===== src/rtl/crossing_turner.sv =====
// Crossing manoeuvre responder: on request from the line-follower controller it owns
// the motors, runs a timed straight/left/right/U-turn sequence and hands control back.
module crossing_turner #(
   parameter int PERIOD         = 2_000_000,
   parameter int FWD_STEPS      = 8,
   parameter int SPIN_MIN_STEPS = 5,
   parameter int TIMEOUT_STEPS  = 100
) (
   input  logic       clk,
   input  logic       reset,
   input  logic       turn_crossing_start,
   input  logic [1:0] turn_dir,
   input  logic       sensor_m,
   output logic       line_follower_start,
   output logic       busy,
   output logic       turn_error,
   output logic       motor_l_reset,
   output logic       motor_l_direction,
   output logic       motor_r_reset,
   output logic       motor_r_direction
);

   localparam logic [2:0] S_IDLE       = 3'd0;
   localparam logic [2:0] S_FORWARD    = 3'd1;
   localparam logic [2:0] S_SPIN_LEAVE = 3'd2;
   localparam logic [2:0] S_SPIN_FIND  = 3'd3;
   localparam logic [2:0] S_DONE       = 3'd4;

   localparam logic [1:0] DIR_STRAIGHT = 2'b00;
   localparam logic [1:0] DIR_RIGHT    = 2'b10;
   localparam logic [1:0] DIR_UTURN    = 2'b11;

   logic [2:0]  state_reg, state_next;
   logic [20:0] cycle_reg, step_reg;
   logic [1:0]  dir_reg, dir_next;
   logic [1:0]  find_reg, find_next;
   logic        error_reg, error_next;
   logic        sensor_reg;
   logic        step_tick;
   logic [20:0] step_inc;
   logic        fwd_done;
   logic        spin_timeout;

   // Step limits fire on the edge where the step counter is about to reach them,
   // so a limit of N steps occupies exactly N*PERIOD cycles.
   assign step_tick    = (cycle_reg == 21'(PERIOD - 1));
   assign step_inc     = step_reg + 21'd1;
   assign fwd_done     = step_tick && (step_inc == 21'(FWD_STEPS));
   assign spin_timeout = step_tick && (step_inc == 21'(TIMEOUT_STEPS));

   always_comb begin
      state_next = state_reg;
      dir_next   = dir_reg;
      find_next  = find_reg;
      error_next = error_reg;
      case (state_reg)
         S_IDLE: begin
            if (turn_crossing_start) begin
               dir_next   = turn_dir;
               error_next = 1'b0;
               find_next  = 2'd0;
               state_next = S_FORWARD;
            end
         end
         S_FORWARD: begin
            if (fwd_done)
               state_next = (dir_reg == DIR_STRAIGHT) ? S_DONE : S_SPIN_LEAVE;
         end
         S_SPIN_LEAVE: begin
            if (spin_timeout) begin
               error_next = 1'b1;
               state_next = S_DONE;
            end else if (step_reg >= 21'(SPIN_MIN_STEPS) && sensor_reg) begin
               state_next = S_SPIN_FIND;
            end
         end
         S_SPIN_FIND: begin
            if (spin_timeout) begin
               error_next = 1'b1;
               state_next = S_DONE;
            end else if (!sensor_reg) begin
               find_next = find_reg + 2'd1;
               // A U-turn has to sweep past the line it is crossing before the real one.
               if (dir_reg == DIR_UTURN && find_reg == 2'd0)
                  state_next = S_SPIN_LEAVE;
               else
                  state_next = S_DONE;
            end
         end
         S_DONE: begin
            if (!turn_crossing_start)
               state_next = S_IDLE;
         end
         default: state_next = S_IDLE;
      endcase
   end

   always_ff @(posedge clk) begin
      if (!reset) begin
         state_reg  <= S_IDLE;
         cycle_reg  <= '0;
         step_reg   <= '0;
         dir_reg    <= DIR_STRAIGHT;
         find_reg   <= '0;
         error_reg  <= 1'b0;
         sensor_reg <= 1'b1;
      end else begin
         state_reg  <= state_next;
         dir_reg    <= dir_next;
         find_reg   <= find_next;
         error_reg  <= error_next;
         sensor_reg <= sensor_m;
         if (state_next != state_reg) begin
            cycle_reg <= '0;
            step_reg  <= '0;
         end else if (step_tick) begin
            cycle_reg <= '0;
            step_reg  <= step_inc;
         end else begin
            cycle_reg <= cycle_reg + 21'd1;
         end
      end
   end

   always_comb begin
      motor_l_reset     = 1'b1;
      motor_r_reset     = 1'b1;
      motor_l_direction = 1'b0;
      motor_r_direction = 1'b0;
      case (state_reg)
         S_FORWARD: begin
            motor_l_reset     = 1'b0;
            motor_r_reset     = 1'b0;
            motor_l_direction = 1'b1;
         end
         S_SPIN_LEAVE, S_SPIN_FIND: begin
            motor_l_reset     = 1'b0;
            motor_r_reset     = 1'b0;
            motor_l_direction = (dir_reg == DIR_RIGHT);
            motor_r_direction = (dir_reg == DIR_RIGHT);
         end
         default: ;
      endcase
   end

   assign busy                = (state_reg != S_IDLE);
   assign line_follower_start = (state_reg == S_DONE);
   assign turn_error          = error_reg;

endmodule


===== config.mk =====
export PLATFORM = sky130hd
export DESIGN_NAME = crossing_turner
export DESIGN_NICKNAME = d
export VERILOG_FILES = /design/src/rtl/crossing_turner.sv
export SDC_FILE = /design/constraint.sdc
export NUM_CORES = 1
export LEC_CHECK = 0
export ABC_AREA = 0
export CELL_PAD_IN_SITES_DETAIL_PLACEMENT = 0
export CELL_PAD_IN_SITES_GLOBAL_PLACEMENT = 1
export CORE_MARGIN = 5
export CORE_UTILIZATION = 50
export DETAILED_ROUTE_END_ITERATION = 7
export PLACE_DENSITY_LB_ADDON = 0.1
export SLEW_MARGIN = 25
export SYNTH_ARGS = -nofsm -noshare
export SYNTH_HDL_FRONTEND = slang
export SYNTH_SLANG_ARGS = --single-unit

===== constraint.sdc =====
create_clock -name clk -period 7.65 [get_ports clk]
set_input_delay 1.1475 -clock clk [delete_from_list [all_inputs] [get_ports clk]]
set_output_delay 1.1475 -clock clk [all_outputs]
set_load 0.03 [all_outputs]

After elaboration in Yosys (flattened, before gate mapping):

Cells that the tools add are included.

* register bits: 51
* bits in latches: 0
* bits in writable memories: 0
* ROM bits: 0
* bits of input ports: 6
* output and inout bits: 7
* memories kept: 0

* $add $sub $neg: 3
* multipliers: 0
* divide/modulo/power cells: 0
* magnitude comparators: 1
* equality and inequality tests: 14
* shifts and indexed selects: 0
* mux-type cells: 20
* bitwise gates (word level): 1
* reduce and logical (&&, ||, !) cells: 17

Operators by type and width (count)
* $add A21 B1 Y21 const B: 2
* $mux W3: 9
* $eq A21 B21 Y1 const B: 1
* $eq A21 B4 Y1 const B: 1
* $eq A21 B7 Y1 const B: 1
* $ge A21 B3 Y1 const B: 1
* $pmux W3 S5: 1
* $eq A3 B2 Y1 const B: 2
* $mux W2: 3
* $ne A2 B2 Y1 const B: 3
* $reduce_or A3 Y1: 2
* $eq A2 B2 Y1 const B: 2
* $logic_and A1 B1 Y1: 4
* $logic_not A2 Y1: 2
* $mux W1: 4
* $pmux W1 S2: 2
* $pmux W2 S2: 1
* $reduce_and A4 Y1: 1
* $reduce_bool A2 Y1: 2
* $reduce_or A2 Y1: 2
* $eq A3 B1 Y1 const B: 1
* $eq A3 B3 Y1 const B: 1
* $logic_not A3 Y1: 1
* $ne A3 B3 Y1: 1
* 6 further kinds: 6

Longest topological paths before layout:

Gate-level depths: netlist of run 1.

* word-level depth: 8
* gate-level depth with buffers: 10
* gate-level depth less buffers: 9

Least setup slack after synthesis of run 1:

No wires, ideal clock.

* path kind: reg-to-output
* from: register state_reg[2]
* to: output port motor_l_direction
* arrival time: 1.795 ns
* slack: 4.708 ns
* stages on the path, launching flop included: 5
* path buffers: 1
* cell sequence: dfxtp_1 > clkbuf_1 > nand2b_1 > nor3b_1 > nand2b_1

* cells in the longest elaborated chain, start to end: 3
* elaborated cells on any way between the ends: 5
* classes of those cells: eq/ne: 3; mux: 1; reduce/logical: 1

RTL lines
* start, declared: line 33 `logic [2:0] state_reg, state_next;`
* start signal, assigned: line 108 `state_reg <= state_next;`
* $eq A3 B2 Y1: line 130 `case (state_reg)`
* $reduce_or A2 Y1 (no source line)
* $pmux W1 S2 (*): line 130
* end, declared: line 18 `output logic motor_l_direction,`

Every way passes the cells marked *; elsewhere a longest branch is shown, timed or not.

Worst setup path in the final report of run 1:

* from: register step_reg[0]
* to: register cycle_reg[2]

* cells in the longest elaborated chain, start to end: 7
* elaborated cells on any way between the ends: 14
* classes of those cells: add/sub: 1; order compare: 1; eq/ne: 3; mux: 5; reduce/logical: 4

RTL lines
* start, declared: line 34 `logic [20:0] cycle_reg, step_reg;`
* start signal, assigned: line 118 `step_reg <= step_inc;`
* $add A21 B1 Y21 / $ge A21 B3 Y1 (equally long branches): line 47, 73
* $eq A21 B7 Y1 (tied with other cells): line 49 `assign spin_timeout = step_tick && (step_inc == 21'(TIMEOUT_STEPS));`
* $logic_and A1 B1 Y1 (tied with other cells): line 49
* $mux W3, on equally long branches: line 78, 66, 70
* $pmux W3 S5 (*): line 56 `case (state_reg)`
* $ne A3 B3 Y1 (*): line 113 `if (state_next != state_reg) begin`
* $reduce_or A3 Y1 (no source line) (*)
* end signal, assigned: line 120 `cycle_reg <= cycle_reg + 21'd1;`
* end, declared: line 34

Marked as above.
A chain may end at the register's enable or synchronous reset.

==> impl_metrics.yaml, run 1 <==
status:
  outcome: "finished clean"
grt:
  grt_pass1_wl_um: 10200
  grt_start_max_net_pins: 29
  grt_use_total_pct: 16.4
  grt_pass1_vias: 2201
  grt-ovfl-total: 0
  antenna_found_initial: 0
sta:
  drv_slew: 0
  rsz0062_at_grt: "false"
  finalSetupViolCount: 0
  slew-limit-headroom_pct: 55.6
  worst_pin_slew_ns: 0.667
  fin_setup_tns_ns: 0
  hold_viol_final: 0
  finClkSkew_ns: 0.0101
  period_minus_slack_ns: 3.93
  final.period_utilization_pct: 51.3
  fmax_mhz: 255
cells_and_area:
  syn2layout_area_growth_pct: 8.60
  post-route-util_pct: 55.2
  drive_gt1_share_pct: 9.30
  num_antenna_cells: 0
  fin_nets: 366
  fillers: 574
floorplan:
  die_x_um: 86.9
  initial_core_util_pct: 50.8
  die_y_um: 86.9
  core_area_um2: 5820
  dieArea_um2: 7550
  io-pin-count: 13
  rows: 28
synth:
  synth.top_cell.area_share_pct: 34.6
  yosysTopAreaCell: "dfxtp_1"
  netlist_area_um2: 2950
  synthTopCellsByArea: "dfxtp_1 35%, nor2_1 7.1%, xor2_1 7.1%"
  ys_seq_area_share_pct: 34.6
  ys_seq_elements: 51
  synth_common_cells: "56 x nor2_1, 51 x dfxtp_1, 27 x nand2_1"
  synthCells: 350
  synth-edff-count: 0
  syn_nets: 361
  synth_cell_type_count: 51
  synth-warning-count: 0
  async_reset_ff_share_pct: 0
  syn_area_per_cell_um2: 8.44
  synth_flop_cell: "dfxtp_1"
  yosysMostFrequentCell: "nor2_1"
cts:
  htreeDepth: 2
  post_cts_buffers: 0
  ctsResizeCount: 0
  worstSkewPairLatency_ns: 0.30
  cts_hold_buf: 0
  clock_sinks: 51
  cts_buffers: 5
  path_clk_slew_ns: 0.09
  cts_tree: "yes"
  clockBufferDepth: 2
  cts_root_buf: "clkbuf_8"
power:
  vdd_drop_max_mv: 0.0820
  power_uw: 486
  p_leak_uw: 0.00109
  p_per_area_nw_per_um2: 151
placement:
  port_buffers: 12
  place_hpwl_um: 4260
  globalplace.congestion: 0.770
worst_setup_path:
  rrSetupSlack_ns: 3.72
  cp_data_arrival_time_ns: 4.11
  startpoint_type: "flop"
  crit_fanout: 28
  end_kind: "flop"
  path_class: "flop to flop"
  worstPathRequired_ns: 7.83
route:
  drt-pass1-iter-count: 5
  vias: 2339
  drtAntennaViolNets: 0
  avgViaCountPerCell: 5.44
  drt_iter0_drc: 90
  totalWireLength_um: 5760
  drcViolationCount: 0
  post_drt_wl_per_cell_um: 13.4
worst_hold_path:
  hp-class: "flop to flop"
run:
  maxCapViolCount: 0
report_power, final:
| part | internal (uW) | leakage [uW] | switching [uW] |
|---|---|---|---|
| registers | 268 | 0.000412 | 3.66 |
| clock network | 95.7 | 0.0000502 | 87.9 |
| logic | 12.1 | 0.000625 | 18.4 |
| total | 376 | 0.00109 | 110 |
through the flow:
| step | instance area, um^2 | worst slack, ns | instances | hold slack (ns) |
|---|---|---|---|---|
| after floorplan | 2950 | 4.71 | 350 | 0.460 |
| after global placement | 3100 | 3.80 | 423 | 0.476 |
| after detailed placement | 3100 | 3.77 | 423 | 0.495 |
| after CTS | 3210 | 3.73 | 430 | 0.508 |
| after global routing | 3210 | 3.38 | 430 | 0.533 |
| final | 3210 | 3.72 | 430 | 0.503 |
routing by layer:
| layer | vias to the layer above | GRT usage [%] | routed length (um) |
|---|---|---|---|
| li1 | 1224 | - | - |
| met5 | - | 0 | 0 |
| met3 | 4 | 2.93 | 155 |
| met2 | 26 | 26.3 | 2600 |
| met4 | 0 | 4.25 | 44 |
| met1 | 1085 | 22.7 | 2950 |
area by class of cell:
class	instances	area, um^2	area share (%)
Clock buffer	5	68.8	2.15
Clock inverter	2	37.5	1.17
Inverter	6	22.5	0.702
Multi-Input combinational cell	277	1830	57.0
Sequential cell	51	1020	31.8
Tap cell	75	93.8	2.93
Timing Repair Buffer	14	135	4.21
worst paths after layout:
check                    start      endpoint  cells after the start
hold reg to reg   cycle_reg[0]  cycle_reg[0]                      1
setup reg to reg   step_reg[0]  cycle_reg[2]                     10
setup / recovery   step_reg[0]  cycle_reg[2]                     10
hold / removal    cycle_reg[0]  cycle_reg[0]                      1
layout by cell type, fill, tap and decap left out, types with 9 or more instances in the layout:
cell	synthesis	layout
and3_1	12	12
clkdlybuf4s50_1	0	12
dfxtp_1	51	51
nand2_1	27	27
nand3_1	21	21
nand4_1	9	9
nor2_1	56	56
nor3_1	9	9
nor3_2	11	11
xnor2_1	20	20
xor2_1	24	24
critical path: stages (launching register included):
cell     delay [ns]
dfxtp_1        0.52
ha_1           0.31
nand3_1        0.27
nor3_2         0.30
nand3_2        0.16
mux2_4         0.35
nor4_2         0.45
a21oi_1        0.22
o31ai_4        0.66
buf_4          0.45
nor2_1         0.11
cell families after synthesis:
kind of cell / after synthesis / share of synthesized area [%]
simple gates: 193 / 36.8
flops: 51 / 34.6
xor+xnor: 44 / 13.0
compound gates: 27 / 6.78
buf+inv: 22 / 3.81
mux: 8 / 2.88
fa+ha+maj: 5 / 2.12
Power figures use the tool's default switching activity.
==> run 2: changes to the inputs <==
--- a/config.mk
+++ b/config.mk
@@ -9,7 +9,7 @@
 export CELL_PAD_IN_SITES_DETAIL_PLACEMENT = 0
 export CELL_PAD_IN_SITES_GLOBAL_PLACEMENT = 1
 export CORE_MARGIN = 5
-export CORE_UTILIZATION = 50
+export CORE_UTILIZATION = 42
 export DETAILED_ROUTE_END_ITERATION = 7
 export PLACE_DENSITY_LB_ADDON = 0.1
 export SLEW_MARGIN = 25
==> constraint.sdc (replaced) <==
create_clock -name clk -period 3.35 [get_ports clk]
set_input_delay 0.5025 -clock clk [delete_from_list [all_inputs] [get_ports clk]]
set_output_delay 0.5025 -clock clk [all_outputs]
set_load 0.03 [all_outputs]
==> run 2 against run 1 <==
Against the previous run: sequential cell count unchanged; setup slack worse by 3.4 ns; utilization fell by 7.0 points; non-clock buffer count up 8; global-route usage fell by 1.9 points; die area rose by 17%; fmax rose by 29%; hold slack improved by 0.0022 ns; critical path type unchanged; largest cell class unchanged; largest power group unchanged.
==> impl_metrics.yaml, run 2 (synthesis gave the netlist of run 1 again) <==
sta:
  drv_slew: 0
  period_minus_slack_ns: 3.05
  fin_setup_tns_ns: 0
  rsz0062_at_grt: "false"
  finClkSkew_ns: 0.0141
  fin_ws_ns: 0.303
  whs_ns: 0.505
  finalSetupViolCount: 0
  hold_viol_final: 0
  slew-limit-headroom_pct: 66.2
  fmax_mhz: 328
  final.period_utilization_pct: 91.0
  worst_pin_slew_ns: 0.503
floorplan:
  core_area_um2: 6830
  io-pin-count: 13
  initial_core_util_pct: 43.2
  die_x_um: 93.9
  die_y_um: 93.9
  dieArea_um2: 8810
  rows: 30
cells_and_area:
  num_antenna_cells: 0
  syn2layout_area_growth_pct: 11.4
  design_area_um2: 3290
  final_cell_mix: "56 x nor2_1, 51 x dfxtp_1, 27 x nand2_1"
  multiInputGateArea_um2: 1830
  fin_nets: 374
  regArea_um2: 1020
  drive_gt1_share_pct: 11.5
  fillers: 728
  layout.cells.most_common: "nor2_1"
cts:
  cts_buffers: 5
  cts_tree: "yes"
  post_cts_buffers: 0
  clock_sinks: 51
  htreeDepth: 2
  path_clk_slew_ns: 0.10
  cts_root_buf: "clkbuf_8"
  worstSkewPairLatency_ns: 0.30
  cts_hold_buf: 0
  clockBufferDepth: 2
  ctsResizeCount: 0
route:
  drt-pass1-iter-count: 5
  drcViolationCount: 0
  vias: 2339
  drt_iter0_drc: 101
  drtAntennaViolNets: 0
  totalWireLength_um: 6010
  avgViaCountPerCell: 5.08
  post_drt_wl_per_cell_um: 13.1
worst_hold_path:
  min_path_cells: 1
  hp-class: "flop to flop"
  hold_end: "cycle_reg[0]"
  min_from: "cycle_reg[0]"
worst_setup_path:
  rrSetupSlack_ns: 0.30
  end_kind: "flop"
  timing.rr.start: "step_reg[4]"
  reg2reg_to: "step_reg[1]"
  startpoint_type: "flop"
  cp_data_arrival_time_ns: 3.26
  crit_fanout: 29
  worstPathRequired_ns: 3.56
  path_class: "flop to flop"
  reg2regPathDepth: 9
placement:
  post-place-ws_ns: 0.308
  dpl-instance-area_um2: 3200
  place_hpwl_um: 4450
  globalplace.congestion: 0.822
  port_buffers: 12
grt:
  grt_use_total_pct: 14.5
  antenna_found_initial: 0
  grt_start_max_net_pins: 30
  grt_pass1_vias: 2181
  grt_pass1_wl_um: 10400
  grt-ovfl-total: 0
power:
  vdd_drop_max_mv: 0.162
  p_per_area_nw_per_um2: 319
  p_leak_uw: 0.00112
status:
  outcome: "finished clean"
run:
  maxCapViolCount: 0
## run 2: critical path: stages, from the launching register on
cell,delay [ns]
dfxtp_1,0.58
nand3_4,0.17
nor4_2,0.46
mux2i_1,0.29
nand4_1,0.15
or4_4,0.53
a211oi_2,0.28
o31ai_4,0.10
buf_12,0.19
a211oi_1,0.20
## run 2: power breakdown
part	total (uW)	internal [uW]	switching, uW
registers	620	612	8.54
logic	77.7	33.4	44.3
clock network	353	146	207
## run 2: cell type report
class	instances	share of cell area [%]
Timing Repair Buffer	22	6.31
Clock inverter	3	0.609
Multi-Input combinational cell	277	55.6
Sequential cell	51	31.0
Tap cell	96	3.65
Clock buffer	5	2.09
Inverter	6	0.685
## run 2: how the worst max path moves through the flow
stage / cells after the start / startpoint / slack [ns] / endpoint
after floorplan: 10 / step_reg[0] / 0.49 / cycle_reg[10]
after global placement: 9 / step_reg[4] / 0.36 / step_reg[1]
after detailed placement: 9 / step_reg[4] / 0.31 / step_reg[1]
after CTS: 9 / step_reg[4] / 0.28 / step_reg[1]
after global routing: 9 / step_reg[4] / 0.06 / step_reg[1]
final: 9 / step_reg[4] / 0.30 / step_reg[1]
## run 2: stage by stage
step / std cells / utilization (%) / power (uW)
6_report: 460 / 48.2 / 1050
5_1_grt: 460 / 48.2 / 1100
4_1_cts: 460 / 48.2 / 1070
3_5_place_dp: 452 / 46.8 / 713
3_3_place_gp: 452 / 46.8 / 713
2_1_floorplan: 350 / - / 686
## run 2: routing by layer
layer / share of wire, % / GRT usage, % / routed length, um / vias to the layer above
met2: 42 / 21.4 / 2540 / 20
met3: 2.1 / 3.04 / 124 / 4
met5: 0 / 0 / 0 / -
met4: 0.80 / 3.25 / 48 / 0
met1: 55 / 21.4 / 3300 / 1076
li1: - / - / - / 1239
==> run 3: changes to the inputs <==
--- a/config.mk
+++ b/config.mk
@@ -6,6 +6,7 @@
 export NUM_CORES = 1
 export LEC_CHECK = 0
 export ABC_AREA = 0
+export ABC_CLOCK_PERIOD_IN_PS = 3350
 export CELL_PAD_IN_SITES_DETAIL_PLACEMENT = 0
 export CELL_PAD_IN_SITES_GLOBAL_PLACEMENT = 1
 export CORE_MARGIN = 5
==> results of run 3 <==
Same layout as run 2: the final DEF is identical, and so are final timing and power.
